File: src/rtl/nibble_pkg.sv
// Shared types and widths for the nibble datapath.
package nibble_pkg;
    localparam int unsigned NIBBLE_W = 4;
    typedef logic [NIBBLE_W-1:0] nibble_t;
endpackage

File: src/rtl/fifo_mem.sv
// Register-array storage: one synchronous write port, one combinational read port.
module fifo_mem #(
    parameter int unsigned WIDTH = 4,
    parameter int unsigned DEPTH = 8
) (
    input  logic                     clk,
    input  logic                     we,
    input  logic [$clog2(DEPTH)-1:0] waddr,
    input  logic [WIDTH-1:0]         wdata,
    input  logic [$clog2(DEPTH)-1:0] raddr,
    output logic [WIDTH-1:0]         rdata
);
    logic [WIDTH-1:0] mem [DEPTH];

    always_ff @(posedge clk) begin
        if (we) begin
            mem[waddr] <= wdata;
        end
    end

    assign rdata = mem[raddr];
endmodule

File: src/rtl/nibble_fifo.sv
// First-word-fall-through FIFO for registered nibbles with valid/ready on both sides.
module nibble_fifo
    import nibble_pkg::*;
#(
    parameter int unsigned WIDTH = NIBBLE_W,
    parameter int unsigned DEPTH = 8
) (
    input  logic                   clk,
    input  logic                   reset_n,
    input  logic                   flush,
    input  logic                   wr_valid,
    output logic                   wr_ready,
    input  logic [WIDTH-1:0]       wr_data,
    output logic                   rd_valid,
    input  logic                   rd_ready,
    output logic [WIDTH-1:0]       rd_data,
    output logic [$clog2(DEPTH):0] count,
    output logic                   overflow
);
    localparam int unsigned AW = $clog2(DEPTH);
    localparam int unsigned PW = AW + 1;

    logic [PW-1:0]    wr_ptr;
    logic [PW-1:0]    rd_ptr;
    logic [WIDTH-1:0] mem_rdata;
    logic             push;
    logic             pop;
    logic             unused_wrap;

    // Handshake decodes from registered count only.
    assign wr_ready = (count != PW'(DEPTH));
    assign rd_valid = (count != PW'(0));
    assign push     = wr_valid && wr_ready;
    assign pop      = rd_valid && rd_ready;
    assign rd_data  = rd_valid ? mem_rdata : '0;

    // Wrap bits only make pointer traces readable; occupancy comes from count.
    assign unused_wrap = wr_ptr[AW] ^ rd_ptr[AW];

    always_ff @(posedge clk or negedge reset_n) begin
        if (!reset_n) begin
            wr_ptr   <= '0;
            rd_ptr   <= '0;
            count    <= '0;
            overflow <= 1'b0;
        end else begin
            if (wr_valid && !wr_ready) begin
                overflow <= 1'b1;
            end
            if (flush) begin
                wr_ptr <= '0;
                rd_ptr <= '0;
                count  <= '0;
            end else begin
                if (push) begin
                    wr_ptr <= wr_ptr + PW'(1);
                end
                if (pop) begin
                    rd_ptr <= rd_ptr + PW'(1);
                end
                case ({push, pop})
                    2'b10:   count <= count + PW'(1);
                    2'b01:   count <= count - PW'(1);
                    default: count <= count;
                endcase
            end
        end
    end

    fifo_mem #(
        .WIDTH(WIDTH),
        .DEPTH(DEPTH)
    ) u_mem (
        .clk  (clk),
        .we   (push && !flush),
        .waddr(wr_ptr[AW-1:0]),
        .wdata(wr_data),
        .raddr(rd_ptr[AW-1:0]),
        .rdata(mem_rdata)
    );
endmodule

File: config.mk
export PLATFORM = sky130hd
export DESIGN_NAME = nibble_fifo
export DESIGN_NICKNAME = d
export VERILOG_FILES = /design/src/rtl/nibble_pkg.sv /design/src/rtl/fifo_mem.sv /design/src/rtl/nibble_fifo.sv
export SDC_FILE = /design/constraint.sdc
export NUM_CORES = 1
export LEC_CHECK = 0
export CAP_MARGIN = 40
export CELL_PAD_IN_SITES_DETAIL_PLACEMENT = 0
export CELL_PAD_IN_SITES_GLOBAL_PLACEMENT = 1
export CORE_ASPECT_RATIO = 0.7
export CORE_MARGIN = 1.5
export CORE_UTILIZATION = 47
export DETAILED_ROUTE_END_ITERATION = 16
export PLACE_DENSITY_LB_ADDON = 0.1
export SYNTH_ARGS = -nofsm -noshare
export SYNTH_HDL_FRONTEND = slang
export SYNTH_SLANG_ARGS = --single-unit
File: constraint.sdc
create_clock -name clk -period 2.5 [get_ports clk]
set_input_delay 0.625 -clock clk [delete_from_list [all_inputs] [get_ports clk]]
set_output_delay 0.625 -clock clk [all_outputs]
set_load 0.05 [all_outputs]
==> out/qor.txt <==
status -> completed
Initial Utilization -> 49.7%
die area -> 4630 sq um
R2R Path Start -> count[1]
Reg-to-Reg End -> count[2]
P_leak -> 0.867 nW
Sinks on Clock Net -> 43
initial antenna violation count -> 0
Hold Path Class -> reg2reg
YS warnings -> 0
Die Ht -> 57.4 microns
CTS Buffer Depth -> 2
final non-filler cell total -> 219
DR pass1 iterations -> 4
mapped cell area -> 1980 sq um
number of buffers added on ports -> 19
global-route wire length before repair -> 6.13 mm
Detail Route Antenna Nets -> 0
Vias -> 1,184
Clock Latency Late Sink -> 290 ps
wire per inst -> 16.6 microns
HPWL Detailed -> 2.74 mm
crit path time final -> 2380 ps
fraction of final layout cells sized beyond drive strength 1 -> 28.7%
Critical Path Source Type -> register
dpl cell area -> 2290 sq um
register area share after synthesis -> 62.3%
Worst EP required -> 1880 ps
Yosys reg bits -> 43
gpl congestion -> 0.821
critical path type -> reg2out
nets -> 179
placed insts -> 211
CP arrival -> 1760 ps
iteration-0 DRC count of the detailed router -> 87
Final Hold Fails -> 0
Routed Wire Length -> 3.64 mm
Synth Area per Inst -> 14.9 sq um
clock slew at reported path FFs -> 90 ps
Fin Clk Skew -> 8.11 ps
worst setup margin -> 116 ps
R2R cell count -> 11
Multi-input gate area -> 711 sq um
Synth cell types -> 36
relative slew slack -> 64.6%
endpoints failing setup -> 0
count of pins over their slew limit -> 0
WHS -> 492 ps
Die X -> 80.7 microns
gr ovfl total -> 0
Num CTS Buffers -> 5
row cnt -> 19
commonest non-fill, non-tap cells in the layout -> 32 x edfxtp_1, 19 x nor2_1, 17 x buf_4
post-synthesis to final-layout area growth -> 20.9%
Worst Setup End Kind -> output port
Fmax -> 0.420 GHz
diodes inserted -> 0
Layout fillers -> 318
largest net degree at the start of global routing -> 16
Syn Nets -> 146
hold path cells -> 1
Crit Path Max Fanout -> 8
period utilization -> 95.3%
max-cap violations -> 0
pre-CTS WS -> 89.2 ps
commonest non-fill, non-tap cell in the layout -> edfxtp_1
sequential cell area -> 1240 sq um
Reg2Reg Setup Slack -> 290 ps
CTS root buf -> clkbuf_8
vias in the first global route -> 1,168
end of the worst hold path -> overflow
hold path start -> overflow
routed vias/inst -> 5.41
Top-Level Pins -> 20
setup TNS -> 0 ps
# DRC -> 0
H-tree depth -> 2
global-route usage over all layers -> 18.5%
Max IR drop VDD -> 0.000598 V
pwr dens -> 1120 nW/um^2
fin area -> 2400 sq um
Post-Synthesis Cells -> 133
CTS tree -> done
Slew @ Worst Pin -> 530 ps
total core area -> 3990 sq um
CTS hold repair buffers -> 0
-- state kept, by name, indices dropped and copies added (netlist names) --
register / cells
count: 4
overflow: 1
rd_ptr: 3
u_mem.mem: 32
wr_ptr: 3
-- through the flow --
| step | total power, mW | utilization (%) |
|---|---|---|
| global placement | 2.22 | 57.5 |
| floorplan | 1.86 | - |
| detailed placement | 2.23 | 57.5 |
| global route | 2.83 | 60.1 |
| CTS | 2.67 | 59.7 |
| finish | 2.68 | 60.1 |
-- critical path: stages, from the launching register on --
cell     delay, ps
dfrtp_1        490
or3_4          480
nor2_4         110
buf_4          150
nor2_1          50
buf_4          180
-- timing repair --
item,4_1_cts,5_1_grt
endpoints found under the setup margin,1,4
hold endpoints to repair,0,0
resized for setup,1,3
setup buffers,0,0
-- cell type report --
| type | count | share of cell area (%) |
|---|---|---|
| flip-flops and latches | 43 | 51.5 |
| multi-input cells | 82 | 29.6 |
| repair buffers | 32 | 11.9 |
| clock buffers | 5 | 2.87 |
| well taps | 52 | 2.71 |
| clock inverters | 3 | 0.991 |
| inverters | 2 | 0.313 |
-- layer usage --
layer	GRT usage (%)	part of all wire (%)
met4	5.42	0.44
met3	4.80	5.1
met2	25.0	42
met5	0	0
met1	29.4	53
-- synth_stat cells (all sizes together) --
master,instances,share of area (%)
xor2,5,2.2
o21bai,2,0.76
nand4b,1,0.44
nand3,4,1.3
inv,2,0.38
dfrtp,11,14
mux2,1,0.57
ha,4,2.5
a31oi,2,1.4
mux4,8,9.1
o21ai,1,0.25
o22ai,1,0.63
nor2,20,4.2
or2,1,0.32
nand2b,3,0.95
buf,4,1.1
mux2i,6,3.0
a21oi,4,1.4
or3,1,0.57
nor3,4,1.5
a221oi,1,0.44
edfxtp,32,48
clkbuf,2,0.38
o211ai,1,0.38
or4b,1,0.69
nand2,8,2.0
xnor2,2,0.88
a21boi,1,0.38
-- worst max-delay path by stage --
| stage | startpoint | end | cells past startpoint |
|---|---|---|---|
| 3_3_place_gp | wr_valid | u_mem.mem[0][1] | 4 |
| 3_5_place_dp | wr_valid | u_mem.mem[0][1] | 4 |
| 5_1_grt | rd_ptr[0] | rd_data[0] | 5 |
| 6_report | count[1] | rd_data[0] | 5 |
| 4_1_cts | rd_ptr[0] | rd_data[3] | 5 |
| 2_1_floorplan | count[1] | count[2] | 11 |
-- cells by family (layout without fill, tap and decap cells) --
kind of cell,after synthesis,in the layout,share of synthesized area [%]
compound gates,13,13,5.61
xor+xnor,7,7,3.09
fa+ha+maj,4,4,2.52
buf+inv,8,42,1.89
flops,43,43,62.3
mux,15,15,12.7
simple gates,43,43,11.9
-- power breakdown --
part           internal (mW)  switching, mW  total (mW)
combinational          0.515          0.774        1.29
sequential             0.837          0.106       0.943
clock                  0.200          0.244       0.444
No activity file was read; power rests on OpenSTA's default activity.
